===== config.mk =====
export PLATFORM = sky130hd
export DESIGN_NAME = serial_adder_ctrl
export DESIGN_NICKNAME = d
export VERILOG_FILES = /design/src/rtl/serial_adder_pkg.sv /design/src/rtl/fa.sv /design/src/rtl/serial_adder_ctrl.sv
export SDC_FILE = /design/constraint.sdc
export NUM_CORES = 1
export LEC_CHECK = 0
export BUFFER_PORTS_ARGS = -buffer_cell sky130_fd_sc_hd__buf_4
export CAP_MARGIN = 40
export CORE_MARGIN = 3
export CORE_UTILIZATION = 35
export CTS_CLUSTER_DIAMETER = 150
export CTS_CLUSTER_SIZE = 16
export DETAILED_ROUTE_END_ITERATION = 8
export PLACE_DENSITY = 0.56
export SLEW_MARGIN = 20
export SYNTH_ARGS = -nofsm -noshare
export SYNTH_HDL_FRONTEND = slang
export SYNTH_SLANG_ARGS = --single-unit

===== constraint.sdc =====
create_clock -name clk -period 3.5 [get_ports clk]
set_clock_uncertainty 0.1 [all_clocks]
set_input_delay 1.05 -clock clk [delete_from_list [all_inputs] [get_ports clk]]
set_output_delay 1.05 -clock clk [all_outputs]
set_load 0.01 [all_outputs]

===== src/rtl/serial_adder_pkg.sv =====
// Shared types and sizing helpers for the bit-serial adder.
package serial_adder_pkg;

    typedef enum logic [1:0] {
        S_IDLE = 2'd0,
        S_RUN  = 2'd1,
        S_DONE = 2'd2
    } state_e;

    localparam int unsigned DEFAULT_WIDTH = 8;

    // Bit-counter width for a given operand width; never narrower than one bit.
    function automatic int unsigned cnt_width(input int unsigned width);
        return (width <= 2) ? 1 : $clog2(width);
    endfunction

endpackage


===== src/rtl/fa.sv =====
// One-bit full adder used as the serial datapath.
module fa (
    input  logic input1,
    input  logic input2,
    input  logic carry_in,
    output logic sum,
    output logic carry_out
);

    assign sum       = input1 ^ input2 ^ carry_in;
    assign carry_out = (input1 & input2) | (carry_in & (input1 ^ input2));

endmodule


===== src/rtl/serial_adder_ctrl.sv =====
// Bit-serial WIDTH-bit adder: one full adder sequenced LSB first under a
// start/busy/done handshake, result assembled in a right-shifting register.
module serial_adder_ctrl
    import serial_adder_pkg::*;
#(
    parameter int unsigned WIDTH = DEFAULT_WIDTH
) (
    input  logic             clk,
    input  logic             rst,
    input  logic             start,
    input  logic [WIDTH-1:0] a,
    input  logic [WIDTH-1:0] b,
    input  logic             cin,
    output logic             busy,
    output logic             done,
    output logic [WIDTH-1:0] sum,
    output logic             cout,
    output logic             ovf
);

    localparam int unsigned          CNT_W    = cnt_width(WIDTH);
    localparam logic [CNT_W-1:0]     CNT_LAST = CNT_W'(WIDTH - 1);

    state_e           state_q, state_d;
    logic [WIDTH-1:0] a_sh_q, a_sh_d;
    logic [WIDTH-1:0] b_sh_q, b_sh_d;
    logic [WIDTH-1:0] sum_q, sum_d;
    logic [CNT_W-1:0] cnt_q, cnt_d;
    logic             carry_q, carry_d;
    logic             cout_q, cout_d;
    logic             ovf_q, ovf_d;
    logic             fa_sum, fa_cout;

    fa u_fa (
        .input1    (a_sh_q[0]),
        .input2    (b_sh_q[0]),
        .carry_in  (carry_q),
        .sum       (fa_sum),
        .carry_out (fa_cout)
    );

    always_comb begin
        state_d = state_q;
        a_sh_d  = a_sh_q;
        b_sh_d  = b_sh_q;
        sum_d   = sum_q;
        cnt_d   = cnt_q;
        carry_d = carry_q;
        cout_d  = cout_q;
        ovf_d   = ovf_q;
        unique case (state_q)
            S_IDLE: begin
                if (start) begin
                    a_sh_d  = a;
                    b_sh_d  = b;
                    carry_d = cin;
                    cnt_d   = '0;
                    sum_d   = '0;
                    state_d = S_RUN;
                end
            end
            S_RUN: begin
                sum_d   = {fa_sum, sum_q[WIDTH-1:1]};
                carry_d = fa_cout;
                a_sh_d  = {1'b0, a_sh_q[WIDTH-1:1]};
                b_sh_d  = {1'b0, b_sh_q[WIDTH-1:1]};
                cnt_d   = cnt_q + CNT_W'(1);
                if (cnt_q == CNT_LAST) begin
                    // carry_q here is the carry into the MSB
                    cout_d  = fa_cout;
                    ovf_d   = carry_q ^ fa_cout;
                    state_d = S_DONE;
                end
            end
            S_DONE:  state_d = S_IDLE;
            default: state_d = S_IDLE;
        endcase
    end

    always_ff @(posedge clk or posedge rst) begin
        if (rst) begin
            state_q <= S_IDLE;
            a_sh_q  <= '0;
            b_sh_q  <= '0;
            sum_q   <= '0;
            cnt_q   <= '0;
            carry_q <= 1'b0;
            cout_q  <= 1'b0;
            ovf_q   <= 1'b0;
        end else begin
            state_q <= state_d;
            a_sh_q  <= a_sh_d;
            b_sh_q  <= b_sh_d;
            sum_q   <= sum_d;
            cnt_q   <= cnt_d;
            carry_q <= carry_d;
            cout_q  <= cout_d;
            ovf_q   <= ovf_d;
        end
    end

    assign busy = (state_q != S_IDLE);
    assign done = (state_q == S_DONE);
    assign sum  = sum_q;
    assign cout = cout_q;
    assign ovf  = ovf_q;

endmodule


# Word level (Yosys, flattened, before mapping)
# Index checks and enable logic that the tools add are counted.
[word_totals] in_bits=20 wordCells=39 output_inout_bits=12 reg_bits=32
[classes] bitwise_logic=6 n_addsub=1 reduce_logical=6 n_eq_ne=5 n_mux=13
[ops] operator="$pmux 8 s2" count=3
[ops] operator="$mux 8" count=3
[ops] operator="$pmux 3 s2" count=1
[ops] operator="$reduce_and 2->1" count=3
[ops] operator="$mux 2" count=2
[ops] operator="$ne 2x2->1 const B" count=2
[ops] operator="$pmux 2 s2" count=1
[ops] operator="$reduce_bool 2->1" count=2
[ops] operator="$add 3x1->3 const B" count=1
[ops] operator="$eq 3x3->1 const B" count=1
[ops] operator="$mux 3" count=1
[ops] operator="$xor 1x1->1" count=3
[ops] operator="$and 1x1->1" count=2
[ops] operator="$eq 2x1->1 const B" count=1
[ops] operator="$eq 2x2->1 const B" count=1
[ops] operator="$logic_not 2->1" count=1
[ops] operator="$pmux 1 s2" count=1
[ops] operator="$mux 1" count=1
[ops] operator="$or 1x1->1" count=1

# Depth between registers and ports, before layout
[depth] word_depth=4 depth_mapped=6 ltp_nobuf=4

# By module
# From an unflattened synthesis, not the netlist that was laid out.
[unflattened] cells_unflattened=130 hier_area_um2=1529.0
[by_module_without_submodules] module="serial_adder_ctrl" n_inst=1 area_each_um2=1508.9 seq_area_each_um2=800.8 cells_per_inst=129
[by_module_without_submodules] module="fa" n_inst=1 area_each_um2=20.0 seq_area_each_um2=0.0 cells_per_inst=1

# Worst setup path after synthesis
# OpenSTA, ideal clock, no wires.
[synth_path] path_kind="flip-flop to output port" from="register state_q[1]" to="output port busy" path_buffers=2 arrival_ps=963 path_stages_with_launch=5 required_ps=2350 path_slack_ps=1387 cell_sequence="dfrtp_1 buf_2 buf_4 nor2_2 inv_1"
[synth_between] elab_chain_cells=1
[synth_lines] element="start: declaration" line_no="serial_adder_ctrl.sv:24" source="state_e state_q, state_d;"
[synth_lines] element="start signal: assignment" line_no="serial_adder_ctrl.sv:91" source="state_q <= state_d;"
[synth_lines] element="$reduce_bool 2->1" line_no="serial_adder_ctrl.sv:102" source="assign busy = (state_q != S_IDLE);"
[synth_lines] element="end: declaration" line_no="serial_adder_ctrl.sv:14" source="output logic busy,"
# Every way passes these cells.

# Worst setup path in the final report
[layout_path] from="register state_q[0]" to="output port busy"
# Same word-level chain as after synthesis.

==> impl_metrics.ini <==
[cts]
cts.sinks = 32
postCtsSetupBuffers = 0
cts_buffers = 5
cts-root-buf = clkbuf_8
worstSkewPairLatency_ns = 0.28
clk_path_buf_depth = 2
cts-htree-levels = 2
holdBufCountCts = 0
cts_tree = built
clkTransAtPathRegs_ns = 0.06
cts_resized = 0

[drt]
avgRoutedWirePerCell_um = 14.73
viasPerCell = 5.312
drtAntennaViolNets = 0
postRouteWirelength_mm = 3.211
drc = 0
dr_total_vias = 1158
drt_iter0_drc = 98
first_pass_iters = 5

[floorplan]
die_width_um = 71.83
fp-row-count = 23
die_area_mm2 = 0.005159
die_y_um = 71.83
initial_core_util_pct = 37.11
fp.coreArea_mm2 = 0.004086
num_io_pins = 32

[power]
p_switching_uw = 537.9
internal-power_uw = 1018
power_frac_seq_pct = 42.3
cellLeakagePower_uw = 0.0008805
pwr_density_cell_mw_per_mm2 = 835.5
peakVddDrop_uv = 263.3
pwr-share-clk_pct = 19.3
comb_power_share_pct = 38.5
p_sw_share_pct = 34.58

[logic_synthesis]
synth.top_cell.area_share_pct = 52.81
synth_ff_type = dfrtp_1
synth_edf_count = 0
ys_warn_count = 0
yosys.area_share.adder_pct = 2.970
syn_nets = 160
synth_top_area_cell = dfrtp_1
ys_ff_latch = 32
synth-async-reset-ratio_pct = 100.0
yosys-top-cells-area = dfrtp_1 53%, a22o_1 5.2%, a221o_1 4.6%, nand2b_1 4.1%, nor2b_1 2.9%
synthSimpleGateAreaFrac_pct = 14.85
synthesis.instances = 137
synth-compound-area-share_pct = 21.53
synthMuxAreaShare_pct = 0.9901
mappedNetlistArea_mm2 = 0.001516
synth.yosys.seq_area_share_pct = 52.81
ys_types = 29
syn_avg_cell_area_um2 = 11.07
synthXorXnorAreaFrac_pct = 0.5776
synth_top_family_by_area = compound AO/OA/AOI/OAI gates

[global_route]
grt_use_total_pct = 14.21
antenna_found_initial = 0
grt_pass1_wl_mm = 5.658
grt_overflow = 0
grt_start_max_net_pins = 33
grt_pass1_vias = 1197

[sta]
tns_ns = 0
timing.final.crit_share_pct = 72.14
drv_slew = 0
setup_viol = 0
period_needed_ns = 2.525
fmax_mhz = 396.1
max_slew_margin_pct = 56.31
hold_violations = 0
rsz0062_at_grt = no
worst_pin_slew_ns = 0.6550

[critical_path]
path_cells = nor2_2 > inv_1 > buf_4
worstSetupPathType = reg2out
cp_data_required_time_ns = 2.35
crit_fanout = 16
worstSetupStartpointType = register
max_stage_delay_ns = 0.56
critPathArrivalTime_ns = 1.37
slowest_stage = dfrtp_1
cp-end-kind = primary output

[min_path]
min_path_type = reg2reg

[cells_and_area]
synthToLayoutAreaGrowth_pct = 22.77
multi_input_area_um2 = 620.6
final_nets = 191
final_common_cell = buf_4
diodes = 0
layout.cells.non_filler = 218
seq_area_um2 = 800.8
final_area_mm2 = 0.001862
fillCellCount = 400
final_cell_mix = 33 x buf_4, 32 x dfrtp_1, 10 x nand2b_1, 10 x nand2_1
drive_gt1_share_pct = 27.38

[placement]
hpwl_mm = 2.288
post-place-cells = 211
io_buffers = 31
gp_congestion = 0.7658
place_area_mm2 = 0.001765

[flow_run]
cap_violations = 0

[run_status]
status = finished clean
## power groups by stage
stage | Clock, uW | Sequential [uW] | Combinational, uW
final | 299 | 658 | 598
after detailed placement | 0 | 662 | 608
after floorplan | 0 | 637 | 454
after global routing | 331 | 685 | 679
after CTS | 310 | 657 | 609
after global placement | 0 | 655 | 594
## registers in the layout (all words and copies together), names as in the netlist
signal,count
sum,8
a_sh_q,8
cnt_q,3
carry_q,1
ovf,1
cout,1
state_q,2
b_sh_q,8
## per-layer routing
layer	GRT usage, %	vias to the layer above	wire length [um]
met4	4.802	0	42
li1	-	548	-
met3	5.470	6	197
met1	18.73	572	1471
met2	21.43	32	1499
met5	0	-	0
## cell type report
class / instances / share of cell area (%)
clock buffers: 7 / 5.175
inverters: 9 / 1.815
multi-input cells: 87 / 33.33
flip-flops and latches: 32 / 43.01
well taps: 50 / 3.360
repair buffers: 33 / 13.31
## metrics by stage
| stage | setup WS (ns) | hold WS, ns | utilization [%] | total power [uW] |
|---|---|---|---|---|
| 2_1_floorplan | 1.387 | 0.3513 | - | 1091 |
| 3_3_place_gp | 1.294 | 0.3782 | 43.20 | 1249 |
| 3_5_place_dp | 1.275 | 0.3838 | 43.20 | 1270 |
| 4_1_cts | 0.9659 | 0.4063 | 45.56 | 1576 |
| 5_1_grt | 0.8743 | 0.4202 | 45.56 | 1696 |
| 6_report | 0.9751 | 0.4003 | 45.56 | 1556 |
## worst paths after layout
check                            from         to  slack [ns]  depth (start not counted)
hold / removal              b_sh_q[7]  b_sh_q[7]        0.40                          1
min in group asynchronous         rst  b_sh_q[2]        0.75                          3
setup / recovery           state_q[0]       busy        0.98                          3
setup reg to reg           state_q[1]        ovf        1.54                          4
hold reg to reg             b_sh_q[7]  b_sh_q[7]        0.40                          1
max in group asynchronous         rst  a_sh_q[1]        2.25                          3
## logic make-up (layout without fill, tap and decap cells)
logic type | count (synthesis) | count (layout)
AO/OA/AOI/OAI | 43 | 43
AND/OR/NAND/NOR | 39 | 39
flip-flops | 32 | 32
buffers and inverters | 18 | 49
adder cells (fa/ha/maj) | 3 | 3
XOR/XNOR | 1 | 1
multiplexers | 1 | 1
## worst max-delay path: cells and delay by family (launching register included)
family | cells | cell delay, ns
buf+inv | 2 | 0.21
flops | 1 | 0.56
simple gates | 1 | 0.32
## Yosys cell counts (3+ instances only)
| master | instances |
|---|---|
| buf_2 | 4 |
| a22o_1 | 9 |
| inv_1 | 9 |
| dfrtp_1 | 32 |
| nand2_1 | 10 |
| nor2b_1 | 7 |
| a221oi_1 | 4 |
| o21ai_1 | 4 |
| a21oi_1 | 6 |
| nor3b_1 | 3 |
| o21ai_0 | 7 |
| o22a_1 | 3 |
| nor3_1 | 4 |
| nand2b_1 | 10 |
| a221o_1 | 7 |
Note: power is estimated with default switching activity, not from simulation.
